### src/rtl/clkgate_ctrl.sv
// clkgate_ctrl: sequences the enable of a downstream clock gate (drain idle window, gate, warm-up on wake)
//   i_clk       ungated source clock, rising edge
//   i_rst       synchronous active-high reset
//   i_sleep_req level request to gate the downstream clock
//   i_wake_evt  single-cycle wake pulse, synchronous to i_clk
//   i_busy      downstream activity; high blocks gating
//   o_en        clock-gate enable, 1 = clock running
//   o_gated     1 = downstream clock stopped or still warming up
//   o_state     RUN=0, DRAIN=1, OFF=2, WAKE=3
module clkgate_ctrl #(
    parameter int IDLE_CYCLES = 8,
    parameter int WAKE_CYCLES = 2,
    parameter int CNT_W       = 4
) (
    input  logic       i_clk,
    input  logic       i_rst,
    input  logic       i_sleep_req,
    input  logic       i_wake_evt,
    input  logic       i_busy,
    output logic       o_en,
    output logic       o_gated,
    output logic [1:0] o_state
);
    localparam logic [1:0] S_RUN   = 2'd0;
    localparam logic [1:0] S_DRAIN = 2'd1;
    localparam logic [1:0] S_OFF   = 2'd2;
    localparam logic [1:0] S_WAKE  = 2'd3;
    localparam logic [CNT_W-1:0] IDLE_LAST = CNT_W'(IDLE_CYCLES - 1);
    localparam logic [CNT_W-1:0] WAKE_LAST = CNT_W'(WAKE_CYCLES - 1);

    logic [1:0]       r_state, w_state_nxt;
    logic [CNT_W-1:0] r_cnt, w_cnt_nxt;
    logic             r_armed;

    // armed blocks re-gating after a forced wake until the request cycles low
    always_ff @(posedge i_clk) begin
        if (i_rst) begin
            r_state <= S_RUN;
            r_cnt   <= '0;
            r_armed <= 1'b1;
        end else begin
            r_state <= w_state_nxt;
            r_cnt   <= w_cnt_nxt;
            r_armed <= i_wake_evt ? 1'b0 : (!i_sleep_req | r_armed);
        end
    end

    // counter is cleared on every exit from a counting state, so it never wraps
    always_comb begin
        w_state_nxt = r_state;
        w_cnt_nxt   = r_cnt;
        case (r_state)
            S_RUN: begin
                if (i_sleep_req && r_armed && !i_wake_evt) begin
                    w_state_nxt = S_DRAIN;
                    w_cnt_nxt   = '0;
                end
            end
            S_DRAIN: begin
                if (i_wake_evt || !i_sleep_req) begin
                    w_state_nxt = S_RUN;
                    w_cnt_nxt   = '0;
                end else if (i_busy) begin
                    w_cnt_nxt = '0;
                end else if (r_cnt == IDLE_LAST) begin
                    w_state_nxt = S_OFF;
                    w_cnt_nxt   = '0;
                end else begin
                    w_cnt_nxt = r_cnt + 1'b1;
                end
            end
            S_OFF: begin
                if (i_wake_evt || !i_sleep_req) begin
                    w_state_nxt = S_WAKE;
                    w_cnt_nxt   = '0;
                end
            end
            default: begin
                if (r_cnt == WAKE_LAST) begin
                    w_state_nxt = S_RUN;
                    w_cnt_nxt   = '0;
                end else begin
                    w_cnt_nxt = r_cnt + 1'b1;
                end
            end
        endcase
    end

    // outputs depend on the state register alone
    always_comb begin
        o_state = r_state;
        o_en    = r_state != S_OFF;
        o_gated = r_state[1];
    end
endmodule

### config.mk
export PLATFORM = sky130hd
export DESIGN_NAME = clkgate_ctrl
export DESIGN_NICKNAME = d
export VERILOG_FILES = /design/src/rtl/clkgate_ctrl.sv
export SDC_FILE = /design/constraint.sdc
export NUM_CORES = 1
export LEC_CHECK = 0
export BUFFER_PORTS_ARGS = -buffer_cell sky130_fd_sc_hd__buf_4
export CORE_AREA = 2 2 39 41
export DETAILED_ROUTE_END_ITERATION = 12
export DIE_AREA = 0 0 41 43
export GPL_ROUTABILITY_DRIVEN = 0
export HOLD_SLACK_MARGIN = 0.05
export PLACE_DENSITY_LB_ADDON = 0.2
export SLEW_MARGIN = 20
export SYNTH_ARGS = -nofsm -noshare
export SYNTH_HDL_FRONTEND = slang
export SYNTH_SLANG_ARGS = --single-unit
### constraint.sdc
create_clock -name i_clk -period 4.5 [get_ports i_clk]
set_clock_uncertainty 0.1 [all_clocks]
set_input_delay 0.675 -clock i_clk [delete_from_list [all_inputs] [get_ports i_clk]]
set_output_delay 0.675 -clock i_clk [all_outputs]
set_load 0.1 [all_outputs]
Word level (Yosys, flattened, before mapping):

Cells that the tools add are included.

* flip-flop bits (word level): 7
* bits in latches: 0
* memory bits (writable): 0
* memory bits (read-only): 0
* output and inout bits: 4
* word-level logic and storage cells: 38
* memories kept: 0

* add/subtract/negate cells: 1
* multiply operators: 0
* div/mod/pow operators: 0
* order comparisons: 0
* eq/ne operators: 9
* shifts and indexed selects: 0
* multiplexer cells: 15
* bitwise operators: 1
* reduce and logical (&&, ||, !) cells: 9

Operators by type and width (count)
* 4-bit 2-to-1 mux: 6
* 2-bit 2-to-1 mux: 6
* 4-bit one-hot mux with 3 select lines: 1
* 2-bit != test (second input constant): 3
* 3-bit != test (second input constant): 2
* 2-bit one-hot mux with 3 select lines: 1
* 5-bit AND reduction: 1
* 4-bit by 1-bit adder with 4-bit output (second input constant): 1
* 4-bit by 1-bit == test with 1-bit output (second input constant): 1
* 4-bit by 3-bit == test with 1-bit output (second input constant): 1
* 4-bit nonzero test: 1
* 2-bit by 1-bit == test with 1-bit output (second input constant): 1
* 2-bit == test (second input constant): 1
* 1-bit logical AND: 2
* 1-bit zero test: 2
* 2-bit zero test: 1
* 2-bit AND reduction: 1
* 1-bit logical OR: 1
* 1-bit 2-to-1 mux: 1
* 1-bit bitwise OR: 1

Longest topological paths before layout:

* depth after elaboration: 5
* mapped depth: 6
* mapped depth without buffers: 6

Least setup slack after synthesis:

Ideal clock, no wire load.

* path kind: flip-flop to output port
* start: register r_state[0] (netlist: o_state[0])
* end: output port o_en
* arrival time: 1.846 ns
* data required time: 3.725 ns
* setup slack: 1.879 ns
* cell stages (with the launch flop): 2
* path buffers: 0
* path through: dfxtp_1 -> or2b_1

* longest elaborated chain between the ends: 1

RTL lines
* start: declaration: RTL line 31 `logic [1:0] r_state, w_state_nxt;`
* start signal: assignment: RTL line 42 `r_state <= w_state_nxt;`
* 2-bit != test: RTL line 92 `o_en = r_state != S_OFF;`
* end: declaration: RTL line 20 `output logic o_en,`

Every way passes these cells.

Worst setup path after layout:

* start: register r_state[1] (netlist: o_state[1])
* end: output port o_en

Same word-level chain as after synthesis.

==> flow_metrics.env <==
export IMPL_synthToLayoutAreaGrowth_pct=20.68
export IMPL_synth_cells=53
export IMPL_grt_max_degree=10
export IMPL_fin_crit_sh_pct=44.34
export IMPL_async_reset_ff_share_pct=0
export IMPL_netlist_area_um2=478.0
export IMPL_grt_most_used_layer="met2"
export IMPL_fmax_mhz=501.2
export IMPL_reg2reg_depth=6
export IMPL_drtIter0Drc=9
export IMPL_holdPathStages=2
export IMPL_r2r_slack_ns=2.88
export IMPL_overflow=0
export IMPL_setup_worst_path_class="reg2out"
export IMPL_cts_buffers=3
export IMPL_vias_per_cell=5.075
export IMPL_worstPathArrival_ns=1.22
export IMPL_met1_usage_pct=17.36
export IMPL_synth_seq_cells=7
export IMPL_io_pins=9
export IMPL_reg2reg_to="r_cnt[2]"
export IMPL_setup_violations=0
export IMPL_hold_end="r_armed"
export IMPL_power_frac_clock_pct=42.9
export IMPL_synth_edf_count=0
export IMPL_p_comb_share_pct=10.9
export IMPL_synth_warnings=0
export IMPL_hp_class="reg2reg"
export IMPL_clkTransAtPathRegs_ns=0.06
export IMPL_die_w_um=41
export IMPL_postRouteAntennaNets=0
export IMPL_die_area_um2=1763
export IMPL_sw_frac_of_total_pct=25.73
export IMPL_cts_tree="done"
export IMPL_hold_viol=0
export IMPL_initial_core_util_pct=34.54
export IMPL_fin_hold_ws_ns=0.4331
export IMPL_slew_viol_final=0
export IMPL_post_cts_buffers=0
export IMPL_drc_errors=0
export IMPL_status="completed"
export IMPL_grt_pass1_vias=392
export IMPL_p_switching_uw=35.87
export IMPL_met3_usage_pct=7.853
export IMPL_critical_path_top_delay_family="flip-flops"
export IMPL_syn_nets=61
export IMPL_drt_pass1_iter_count=2
export IMPL_rsz0062_at_grt="false"
export IMPL_worstSetupEndpointType="primary output"
export IMPL_wl_per_cell_um=12.18
export IMPL_worst_pin_slew_ns=0.3875
export IMPL_seqPwrFrac_pct=46.2
export IMPL_crit_required_ns=3.72
export IMPL_cp_depth=2
export IMPL_critical_path_slowest_cell="dfxtp_1"
export IMPL_cts_buffer_depth=2
export IMPL_layout_drive_gt1_share_pct=26.56
export IMPL_nets=73
export IMPL_p_int_uw=103.5
export IMPL_dominantRegCellSynth="dfxtp_1"
export IMPL_r2r_start="r_cnt[1]"
export IMPL_dp_hpwl_um=757.6
export IMPL_ys_types=27
export IMPL_slowest_delay_ns=0.47
export IMPL_path_buf_inv=1
export IMPL_io_buffer_count=8
export IMPL_slew_headroom_pct=74.11
export IMPL_path_cells="or2b_1 > buf_4"
export IMPL_ctsHoldBuffers=0
export IMPL_peakVddDrop_v=0.0001687
export IMPL_cts_resized=0
export IMPL_drv_cap=0
export IMPL_min_from="r_armed"
export IMPL_die_y_um=43
export IMPL_power_leakage_nw=0.2223
export IMPL_grtUsageMet2_pct=21.25
export IMPL_via_count=406
export IMPL_powerDensity_nw_per_um2=241.7
export IMPL_start_kind="flip-flop"
export IMPL_tns_ns=0
export IMPL_min_period_ns=1.995
export IMPL_grt_antenna_before_repair=0
export IMPL_core_area_um2=1384
export IMPL_grt_pass1_wl_mm=1.676
export IMPL_cp_max_fo=9
export IMPL_numClockSinks=7
export IMPL_clkLatencyLatePin_ns=0.26
export IMPL_drt_total_wl_um=974
export IMPL_root_buffer="clkbuf_4"
export IMPL_rows=14
export IMPL_post_synth_cell_area_avg_um2=9.018
export IMPL_yosysSeqAreaShare_pct=29.32
export IMPL_grt_usage_pct=14.06
export IMPL_htree_levels=1
export IMPL_antennaDiodeCount=0
==> registers in the layout, indices dropped and copies added (netlist names) <==
register,flops
r_armed,1
o_state,2
r_cnt,4
==> tightest hold or removal path: cells and delay by family (launching register included) <==
kind	cells	cell delay, ns
AOI/OAI and AO/OA	1	0.07
DFF	1	0.31
and+or+nand+nor	1	0.10
==> through the flow <==
| stage | setup slack, ns | instance area, um^2 | power, mW | std cells | util [%] |
|---|---|---|---|---|---|
| 6_report | 2.505 | 576.8 | 0.1394 | 80 | 41.68 |
| 5_1_grt | 2.423 | 576.8 | 0.1461 | 80 | 41.68 |
| 4_1_cts | 2.490 | 576.8 | 0.1428 | 80 | 41.68 |
| 3_5_place_dp | 2.644 | 550.5 | 0.08103 | 76 | 39.78 |
| 3_3_place_gp | 2.667 | 550.5 | 0.08099 | 76 | 39.78 |
| 2_1_floorplan | 1.879 | 478.0 | 0.07442 | 53 | - |
==> area by class of cell <==
cell class	count	area [um^2]
inverters	4	15.01
well taps	16	20.02
flip-flops and latches	7	140.1
repair buffers	8	60.06
fillers	150	807.0
clock buffers	4	26.28
multi-input cells	41	315.3
==> logic make-up after synthesis <==
| kind of cell | synth area share [%] |
|---|---|
| and+or+nand+nor | 33.51 |
| AOI/OAI and AO/OA | 20.42 |
| DFF | 29.32 |
| buffers and inverters | 4.712 |
| adders and majority gates | 7.854 |
| muxes | 4.189 |
==> power by group through the flow <==
| stage | logic, mW | clock network, mW | registers (mW) |
|---|---|---|---|
| global placement | 0.0152 | 0 | 0.0658 |
| detailed placement | 0.0153 | 0 | 0.0658 |
| finish | 0.0152 | 0.0598 | 0.0644 |
| global route | 0.0163 | 0.0652 | 0.0646 |
| CTS | 0.0153 | 0.0631 | 0.0644 |
| floorplan | 0.00611 | 0 | 0.0683 |
==> synthesized netlist by cell type, types with 2 or more instances <==
cell     count  share of area, %
a31oi_1      2               2.6
nand2_1      4               3.1
nand3_1      2               2.1
dfxtp_1      7                29
nor2b_1      2               2.6
nor2_1       7               5.5
o21ai_0      3               3.1
mux2i_1      2               4.2
inv_1        4               3.1
ha_1         3               7.9
==> layer usage <==
metal | wire [um] | share of wire (%)
met1 | 461 | 47
met2 | 436 | 45
met3 | 69 | 7.1
met4 | 6 | 0.62
met5 | 0 | 0
==> layout by cell type (no fill, tap or decap), types with 2 or more instances in the layout <==
master and count:
buf_4 8, nor2_1 7, dfxtp_1 7, inv_1 4, nand2_1 4, o21ai_0 3, ha_1 3, clkbuf_4 3
a31oi_1 2, nor2b_1 2, mux2i_1 2, nand3_1 2
==> worst max path at each step <==
stage	from	endpoint	slack [ns]
2_1_floorplan	o_state[0]	o_en	1.88
6_report	o_state[1]	o_en	2.50
5_1_grt	o_state[1]	o_en	2.42
3_3_place_gp	i_wake_evt	r_cnt[3]	2.67
4_1_cts	o_state[1]	o_en	2.49
3_5_place_dp	i_wake_evt	r_cnt[3]	2.64
Power figures use the tool's default switching activity.
